`src/rtl/decode_stage.sv`:
```
// rtl/decode_stage.sv - RV64I decode stage: operand fetch/bypass, immediates, load-use stall, ID/EX register
module decode_stage #(
  parameter int XLEN = 64
) (
  input  logic            clk,
  input  logic            rst_n,
  input  logic            if_valid,
  input  logic [31:0]     if_instr,
  input  logic [XLEN-1:0] if_pc,
  output logic            id_ready,
  output logic [4:0]      rs1_addr,
  output logic [4:0]      rs2_addr,
  input  logic [XLEN-1:0] rs1_data,
  input  logic [XLEN-1:0] rs2_data,
  input  logic            wb_en,
  input  logic [4:0]      wb_rd,
  input  logic [XLEN-1:0] wb_data,
  input  logic            ex_ready,
  input  logic            flush,
  output logic            ex_valid,
  output logic [XLEN-1:0] ex_pc,
  output logic [XLEN-1:0] ex_rs1_val,
  output logic [XLEN-1:0] ex_rs2_val,
  output logic [4:0]      ex_rs1,
  output logic [4:0]      ex_rs2,
  output logic [XLEN-1:0] ex_imm,
  output logic [4:0]      ex_rd,
  output logic            ex_rd_we,
  output logic [6:0]      ex_opcode,
  output logic [2:0]      ex_funct3,
  output logic [6:0]      ex_funct7,
  output logic            ex_is_load,
  output logic            ex_illegal
);

  localparam logic [6:0] OP_LUI    = 7'b0110111;
  localparam logic [6:0] OP_AUIPC  = 7'b0010111;
  localparam logic [6:0] OP_JAL    = 7'b1101111;
  localparam logic [6:0] OP_JALR   = 7'b1100111;
  localparam logic [6:0] OP_BRANCH = 7'b1100011;
  localparam logic [6:0] OP_LOAD   = 7'b0000011;
  localparam logic [6:0] OP_STORE  = 7'b0100011;
  localparam logic [6:0] OP_IMM    = 7'b0010011;
  localparam logic [6:0] OP_IMM32  = 7'b0011011;
  localparam logic [6:0] OP_OP     = 7'b0110011;
  localparam logic [6:0] OP_OP32   = 7'b0111011;

  logic [6:0]      opcode;
  logic [4:0]      rd;
  logic            use_rs1;
  logic            use_rs2;
  logic            legal;
  logic            rd_we_dec;
  logic [XLEN-1:0] imm;
  logic [XLEN-1:0] rs1_val;
  logic [XLEN-1:0] rs2_val;
  logic            stall;
  logic            advance;

  assign opcode   = if_instr[6:0];
  assign rd       = if_instr[11:7];
  assign rs1_addr = if_instr[19:15];
  assign rs2_addr = if_instr[24:20];

  always_comb begin
    imm     = '0;
    legal   = 1'b1;
    use_rs1 = 1'b1;
    use_rs2 = 1'b0;
    case (opcode)
      OP_LUI, OP_AUIPC: begin
        imm     = {{(XLEN-32){if_instr[31]}}, if_instr[31:12], 12'b0};
        use_rs1 = 1'b0;
      end
      OP_JAL: begin
        imm     = {{(XLEN-20){if_instr[31]}}, if_instr[19:12], if_instr[20], if_instr[30:21], 1'b0};
        use_rs1 = 1'b0;
      end
      OP_JALR, OP_LOAD, OP_IMM, OP_IMM32:
        imm = {{(XLEN-12){if_instr[31]}}, if_instr[31:20]};
      OP_STORE: begin
        imm     = {{(XLEN-12){if_instr[31]}}, if_instr[31:25], if_instr[11:7]};
        use_rs2 = 1'b1;
      end
      OP_BRANCH: begin
        imm     = {{(XLEN-12){if_instr[31]}}, if_instr[7], if_instr[30:25], if_instr[11:8], 1'b0};
        use_rs2 = 1'b1;
      end
      OP_OP, OP_OP32:
        use_rs2 = 1'b1;
      default:
        legal = 1'b0;
    endcase
  end

  assign rd_we_dec = legal && (opcode != OP_BRANCH) && (opcode != OP_STORE) && (rd != 5'd0);

  // The register file writes at the edge, so a same-cycle writeback must be bypassed here.
  function automatic logic [XLEN-1:0] resolve(input logic [4:0] addr, input logic [XLEN-1:0] rf_data);
    if (addr == 5'd0)
      return '0;
    else if (wb_en && (wb_rd == addr))
      return wb_data;
    else
      return rf_data;
  endfunction

  assign rs1_val = resolve(rs1_addr, rs1_data);
  assign rs2_val = resolve(rs2_addr, rs2_data);

  assign stall = ex_valid && ex_is_load && (ex_rd != 5'd0) && if_valid &&
                 ((use_rs1 && (ex_rd == rs1_addr)) || (use_rs2 && (ex_rd == rs2_addr)));
  assign advance  = !ex_valid || ex_ready;
  assign id_ready = flush || (advance && !stall);

  always_ff @(posedge clk or negedge rst_n) begin
    if (!rst_n) begin
      ex_valid   <= 1'b0;
      ex_pc      <= '0;
      ex_rs1_val <= '0;
      ex_rs2_val <= '0;
      ex_rs1     <= '0;
      ex_rs2     <= '0;
      ex_imm     <= '0;
      ex_rd      <= '0;
      ex_rd_we   <= 1'b0;
      ex_opcode  <= '0;
      ex_funct3  <= '0;
      ex_funct7  <= '0;
      ex_is_load <= 1'b0;
      ex_illegal <= 1'b0;
    end else if (flush || (advance && stall)) begin
      // Flush and bubble only invalidate; payload fields are left as they were.
      ex_valid <= 1'b0;
    end else if (advance) begin
      ex_valid   <= if_valid;
      ex_pc      <= if_pc;
      ex_rs1_val <= rs1_val;
      ex_rs2_val <= rs2_val;
      ex_rs1     <= rs1_addr;
      ex_rs2     <= rs2_addr;
      ex_imm     <= imm;
      ex_rd      <= rd;
      ex_rd_we   <= rd_we_dec;
      ex_opcode  <= opcode;
      ex_funct3  <= if_instr[14:12];
      ex_funct7  <= if_instr[31:25];
      ex_is_load <= (opcode == OP_LOAD);
      ex_illegal <= !legal;
    end
  end

endmodule

```
`config.mk`:
```
export PLATFORM = sky130hd
export DESIGN_NAME = decode_stage
export DESIGN_NICKNAME = d
export VERILOG_FILES = /design/src/rtl/decode_stage.sv
export SDC_FILE = /design/constraint.sdc
export NUM_CORES = 1
export LEC_CHECK = 0
export CORE_AREA = 8 8 226 228
export CTS_CLUSTER_SIZE = 24
export DETAILED_ROUTE_END_ITERATION = 7
export DIE_AREA = 0 0 234 236
export DONT_BUFFER_PORTS = 1
export PLACE_DENSITY = 0.47
export RECOVER_POWER = 25
export SETUP_SLACK_MARGIN = 0.1
export SLEW_MARGIN = 15
export SYNTH_ARGS = -nofsm -noshare
export SYNTH_HDL_FRONTEND = slang
export SYNTH_SLANG_ARGS = --single-unit
export TNS_END_PERCENT = 30
```
`constraint.sdc`:
```
create_clock -name clk -period 4.4 [get_ports clk]
set_input_delay 0.88 -clock clk [delete_from_list [all_inputs] [get_ports clk]]
set_output_delay 0.88 -clock clk [all_outputs]
set_load 0.03 [all_outputs]
```
# Word-level counts from Yosys, hierarchy flattened
# Index checks and enable logic that the tools add are counted.
dict set report word_totals {
  output_inout_bits 303
  in_bits 299
  register_bits 292
  word_cells 73
}
dict set report classes {
  bitwise 1
  n_reduce_logical 31
  muxes 10
  eq_ne 17
}
# cell n
set op_table {}
lappend op_table {{case mux 64 bit (5 select lines)} 1}
lappend op_table {{2-to-1 mux 64 bit} 4}
lappend op_table {{equality test 7 x 6 -> 1 bit (second input constant)} 4}
lappend op_table {{equality test 7 x 5 -> 1 bit (second input constant)} 3}
lappend op_table {{equality test 7 bit (second input constant)} 3}
lappend op_table {{equality test 5 bit} 4}
lappend op_table {{logical AND 1 bit} 13}
lappend op_table {{OR reduction 11 bit} 1}
lappend op_table {{zero test 5 bit} 2}
lappend op_table {{nonzero test 5 bit} 2}
lappend op_table {{OR reduction 4 bit} 2}
lappend op_table {{equality test 7 x 2 -> 1 bit (second input constant)} 1}
lappend op_table {{inequality test 7 x 6 -> 1 bit (second input constant)} 1}
lappend op_table {{inequality test 7 bit (second input constant)} 1}
lappend op_table {{2-to-1 mux 1 bit} 5}
lappend op_table {{logical OR 1 bit} 4}
lappend op_table {{zero test 1 bit} 3}
lappend op_table {{OR reduction 3 bit} 1}
lappend op_table {{AND reduction 2 bit} 1}
lappend op_table {{nonzero test 2 bit} 1}
lappend op_table {{OR reduction 2 bit} 1}
lappend op_table {{inverter 1 bit} 1}

# Logic depth before layout (Yosys ltp)
dict set report depth {
  ltp_word 10
  depth_mapped 9
  ltp_nobuf 5
}

# Worst setup path before layout
# Ideal clock, no wire load.
dict set report synth_path {
  kind {input to output}
  startpoint {input port if_instr[3]}
  endpoint {output port id_ready}
  required_ps 3520
  path_slack_ps 679
  cell_stages 6
  arrival_time_ps 2841
  n_path_buf 2
  cell_sequence {or3b_1 a21oi_2 nor4_1 clkbuf_1 clkbuf_1 o31ai_1}
}
dict set report synth_between {
  elab_chain_len 9
  word_cells_on_any_way 18
  cone_classes {eq/ne (7); mux (2); reduce/logical (9)}
}
# item line_no
set synth_rtl {}
lappend synth_rtl {{start, declared} 8} ;# input logic [31:0] if_instr,
lappend synth_rtl {{equality test 7 bit, or another cell as far along} 70} ;# case (opcode)
lappend synth_rtl {{OR reduction 4 bit (no line) / OR reduction 3 bit (equally long branches)} -}
lappend synth_rtl {{2-to-1 mux 1 bit} 70}
lappend synth_rtl {{logical AND 1 bit} 112} ;# ((use_rs1 && (ex_rd == rs1_addr)) || (use_rs2 && (ex_rd == rs2_addr)));
lappend synth_rtl {{logical OR 1 bit (*)} 112}
lappend synth_rtl {{logical AND 1 bit (*)} 111} ;# assign stall = ex_valid && ex_is_load && (ex_rd != 5'd0) && if_valid &&
lappend synth_rtl {{zero test 1 bit (*)} 114} ;# assign id_ready = flush || (advance && !stall);
lappend synth_rtl {{logical AND 1 bit (*)} 114}
lappend synth_rtl {{logical OR 1 bit (*)} 114}
lappend synth_rtl {{end, declared} 10} ;# output logic id_ready,
# Mark *: on every way between the ends. The rest lies on a longest branch, timed or not.

# Final worst setup path
dict set report layout_path {
  startpoint {register ex_rd[4]}
  endpoint {register ex_opcode[6]}
}
dict set report layout_between {
  elab_chain_len 8
  word_cells_on_any_way 13
  cone_classes {eq/ne (2); bitwise (1); reduce/logical (10)}
}
# item line_no
set layout_rtl {}
lappend layout_rtl {{start, declared} 27} ;# output logic [4:0] ex_rd,
lappend layout_rtl {{start signal, assigned} 143} ;# ex_rd <= rd;
lappend layout_rtl {{equality test 5 bit / nonzero test 5 bit (equally long branches)} {112, 111}}
lappend layout_rtl {{logical AND 1 bit, on equally long branches} {112, 111}}
lappend layout_rtl {{logical OR 1 bit / logical AND 1 bit (equally long branches)} {112, 111}}
lappend layout_rtl {{logical AND 1 bit (*)} 111}
lappend layout_rtl {{logical AND 1 bit (*)} 132} ;# end else if (flush || (advance && stall)) begin
lappend layout_rtl {{logical OR 1 bit (*)} 132}
lappend layout_rtl {{inverter 1 bit (no line) (*)} -}
lappend layout_rtl {{AND reduction 2 bit (no line) (*)} -}
lappend layout_rtl {{end signal, assigned} 145} ;# ex_opcode <= opcode;
lappend layout_rtl {{end, declared} 29} ;# output logic [6:0] ex_opcode,
# Marked as above.
# A chain may end at the register's enable or synchronous reset.

==> impl_metrics.prom <==
# TYPE chip_impl_metric gauge
chip_impl_metric{name="synth_enable_flop_cells",unit=""} 0
chip_impl_info{name="failing_checks",value="max-capacitance violations, max-slew violations"} 1
chip_impl_metric{name="place.detailed.hpwl",unit="um"} 33900
chip_impl_info{name="synth_flop_cell",value="sky130_fd_sc_hd__dfrtp_1"} 1
chip_impl_metric{name="drt_iter0_markers",unit=""} 457
chip_impl_metric{name="synth_async_sr_flop_share",unit=""} 1.00
chip_impl_info{name="path_delay_family",value="buffers and inverters"} 1
chip_impl_metric{name="global_route_usage_sum",unit=""} 0.162
chip_impl_metric{name="cts_sinks",unit=""} 260
chip_impl_metric{name="worst-r2r-cell-count",unit=""} 7
chip_impl_info{name="tritoncts",value="done"} 1
chip_impl_metric{name="static_power_due_to_leakage",unit="nW"} 5.34
chip_impl_metric{name="achievable_clock_frequency",unit="GHz"} 0.285
chip_impl_metric{name="first_pass_grt_wire_length",unit="um"} 67500
chip_impl_metric{name="postSynthCellCount",unit=""} 1072
chip_impl_metric{name="vias_in_the_first_global_route",unit=""} 9079
chip_impl_info{name="critical_path.startpoint_type",value="flip-flop"} 1
chip_impl_metric{name="drive_above_1_share",unit=""} 0.269
chip_impl_metric{name="antenna_found_initial",unit=""} 3
chip_impl_metric{name="clock_insertion_delay_worst_skew",unit="ns"} 0.57
chip_impl_metric{name="synth.yosys.warnings",unit=""} 0
chip_impl_metric{name="place.gp.congestion",unit=""} 0.787
chip_impl_metric{name="timing_max_transition_violations_final",unit=""} 177
chip_impl_metric{name="timing.critical_path.required",unit="ns"} 4.85
chip_impl_metric{name="route.final.wire_length",unit="um"} 47600
chip_impl_metric{name="setup_slack",unit="ns"} 0.896
chip_impl_metric{name="r2r_slack",unit="ns"} 0.90
chip_impl_metric{name="area_growth_syn_to_layout",unit="%"} 10.9
chip_impl_metric{name="num_vias",unit=""} 8691
chip_impl_metric{name="hold_viol_final",unit=""} 0
chip_impl_info{name="critical-path-top-cell-by-count",value="sky130_fd_sc_hd__buf_4"} 1
chip_impl_metric{name="placement.setup.worst_slack",unit="ns"} 0.754
chip_impl_metric{name="synth_area_per_cell",unit="sq um"} 12.1
chip_impl_metric{name="first_pass_drt_iterations",unit=""} 5
chip_impl_metric{name="total_power_per_unit_cell_area",unit="nW/um^2"} 479
chip_impl_metric{name="post_synth_num_cell_types",unit=""} 44
chip_impl_metric{name="number_of_port_buffers",unit=""} 0
chip_impl_info{name="cp_slowest_cell",value="sky130_fd_sc_hd__buf_4"} 1
chip_impl_metric{name="worst_slew_margin_rel",unit=""} -1.07
chip_impl_info{name="r2r_path_end",value="ex_opcode[6]$_DFFE_PN0P_"} 1
chip_impl_info{name="worstPathCellList",value="or4_4, o21ai_1, nor4_2, buf_4, or2_4, buf_4, mux2_2"} 1
chip_impl_metric{name="timing.max_cap.violations",unit=""} 4
chip_impl_info{name="layout.cells.most_common",value="sky130_fd_sc_hd__dfrtp_1"} 1
chip_impl_metric{name="finish.net_count",unit=""} 1289
chip_impl_metric{name="grt_max_degree",unit=""} 99
chip_impl_metric{name="finClkSkew",unit="ns"} 0.0184
chip_impl_metric{name="clock_path_buffers",unit=""} 3
chip_impl_metric{name="setup_viol",unit=""} 0
chip_impl_metric{name="cts_inserted_buffers",unit=""} 30
chip_impl_metric{name="detail_route.wl_per_cell",unit="um"} 29.1
chip_impl_info{name="timing_worst_setup_path_type",value="flip-flop to flip-flop"} 1
chip_impl_metric{name="placed_cell_area",unit="sq um"} 13200
chip_impl_metric{name="max_slew.worst_pin.slew",unit="ns"} 3.10
chip_impl_metric{name="floorplan.io_pins",unit=""} 602
chip_impl_metric{name="worst-path-buf-inv",unit=""} 2
chip_impl_metric{name="cts-resized-gates",unit=""} 0
chip_impl_info{name="most-common-layout-cells",value="sky130_fd_sc_hd__dfrtp_1 (259), sky130_fd_sc_hd__o21ai_0 (197), sky130_fd_sc_hd__mux2i_1 (128)"} 1
chip_impl_metric{name="timing.hold.ws",unit="ns"} 0.212
chip_impl_metric{name="ir_drop",unit="mV"} 0.286
chip_impl_metric{name="path_max_fanout",unit=""} 75
chip_impl_metric{name="antenna_violating_nets_post_route",unit=""} 0
chip_impl_metric{name="cpPeakStageDelay",unit="ns"} 0.70
chip_impl_info{name="regToRegStartpoint",value="ex_rd[4]$_DFFE_PN0P_"} 1
chip_impl_metric{name="min_period_over_period",unit=""} 0.796
chip_impl_metric{name="htree_num_levels",unit=""} 1
chip_impl_metric{name="dieHeight",unit="um"} 236
chip_impl_info{name="timing.hold.worst.class",value="input port to async pin"} 1
chip_impl_metric{name="routed_via_density",unit=""} 5.32
chip_impl_metric{name="rows",unit=""} 80
chip_impl_metric{name="ys_seq_area_frac",unit=""} 0.503
chip_impl_metric{name="timing.critical_path.arrival",unit="ns"} 3.96
chip_impl_metric{name="net_count_synth",unit=""} 1371
chip_impl_metric{name="core-area",unit="sq um"} 47300
chip_impl_metric{name="post_synth_instance_area",unit="sq um"} 12900
chip_impl_metric{name="clock_pin_transition_on_the_worst_setup_and_hold_timing_paths",unit="ns"} 0.06
chip_impl_metric{name="residual_drc",unit=""} 0
chip_impl_metric{name="grt_overflow_total",unit=""} 0
chip_impl_info{name="setup.worst_path.end_class",value="flip-flop"} 1
chip_impl_info{name="rsz0062_at_grt",value="false"} 1
chip_impl_metric{name="ffs_latches_synth",unit=""} 260
chip_impl_metric{name="final.min_clock_period",unit="ns"} 3.50
chip_impl_metric{name="die_x",unit="um"} 234
chip_impl_metric{name="initial_standard_cell_utilization_of_the_core",unit=""} 0.273
chip_impl_info{name="clock-root-buffer",value="sky130_fd_sc_hd__clkbuf_16"} 1
chip_impl_info{name="outcome",value="finished with violations"} 1
chip_impl_metric{name="design_area",unit="sq um"} 14400
chip_impl_metric{name="floorplan.die_area",unit="sq um"} 55200
chip_impl_metric{name="totalNegativeSetupSlack",unit="ns"} 0
==> sequential cells by signal (all words and copies together), names as in the netlist <==
register / flops
ex_funct3: 3
ex_is_load: 1
ex_rd: 5
ex_imm: 32
ex_rs2: 5
ex_pc: 64
ex_rs1: 5
ex_rs2_val: 64
ex_funct7: 7
ex_illegal: 1
ex_opcode: 7
ex_rs1_val: 64
ex_valid: 1
ex_rd_we: 1
==> worst max-delay path by stage <==
stage | from | endpoint | depth (start not counted) | slack, ns
floorplan | if_instr[3] | id_ready | 6 | 0.68
global placement | if_valid | ex_funct7[6]$_DFFE_PN0P_ | 7 | 0.79
detailed placement | if_valid | ex_opcode[6]$_DFFE_PN0P_ | 7 | 0.75
CTS | ex_rd[1]$_DFFE_PN0P_ | ex_rs1[4]$_DFFE_PN0P_ | 7 | 0.87
global route | rst_n | ex_pc[10]$_DFFE_PN0P_ | 1 | 0.56
finish | ex_rd[4]$_DFFE_PN0P_ | ex_opcode[6]$_DFFE_PN0P_ | 7 | 0.90
==> synthesized netlist by cell type, drive strengths merged, types with 4 or more instances <==
master	n	area, sq um
a21oi	22	114
nand2	14	52.6
o31ai	130	1470
or4	4	33.8
nor4	4	25.0
o21ai	198	991
and3	4	25.0
xnor2	12	105
a22oi	6	45.0
xor2	8	70.1
nor2	10	52.6
mux2i	128	1280
nor2b	4	25.0
dfrtp	260	6510
clkbuf	62	233
mux2	99	1110
buf	77	577
nand3	6	30.0
==> cell type report <==
class,instances,area [sq um]
Antenna cell,5,12.5
Clock buffer,39,845
Clock inverter,16,258
Fill cell,4816,33000
Inverter,2,7.51
Multi-Input combinational cell,671,5660
Sequential cell,260,6510
Tap cell,615,769
Timing Repair Buffer,25,295
==> per-layer routing <==
layer  up-vias  part of all wire  global-route usage
met4         2             0.025              0.0521
li1       3759                 -                   -
met5         -           0.00036                   0
met3        65              0.10              0.0577
met1      4440              0.37               0.186
met2       425              0.50               0.277
==> timing repair <==
action                                 CTS  global route
hold buffers                             7             0
setup buffers                            0             0
setup endpoints to repair                0             0
endpoints found under the hold margin   44             0
==> kinds of logic (layout without fill, tap and decap cells) <==
logic type	count (synthesis)	after routing	share of synthesized area
compound gates	362	362	0.208
xor+xnor	20	20	0.0135
buf+inv	141	82	0.0631
flops	260	260	0.503
mux	227	227	0.185
other cells	0	5	0
simple gates	62	62	0.0274
==> worst register-to-register path, delay by kind of cell (launching register included) <==
family | cells | cell delay, ns
AND/OR/NAND/NOR | 3 | 1.13
buffers and inverters | 2 | 1.12
flip-flops | 1 | 0.68
multiplexers | 1 | 0.40
AO/OA/AOI/OAI | 1 | 0.07
==> stage by stage <==
| step | cells | util | total power [W] |
|---|---|---|---|
| after floorplan | 1072 | - | 0.00393 |
| after global placement | 1566 | 0.278 | 0.00413 |
| after detailed placement | 1566 | 0.278 | 0.00414 |
| after CTS | 1628 | 0.305 | 0.00701 |
| after global routing | 1632 | 0.303 | 0.00716 |
| final | 1633 | 0.303 | 0.00688 |
==> power breakdown <==
| part | internal [W] | switching [W] | total, W |
|---|---|---|---|
| sequential | 0.00265 | 0.000814 | 0.00346 |
| clock | 0.00170 | 0.00105 | 0.00275 |
| combinational | 0.000293 | 0.000374 | 0.000667 |
| total | 0.00465 | 0.00223 | 0.00688 |
(Power assumes the default switching activity.)
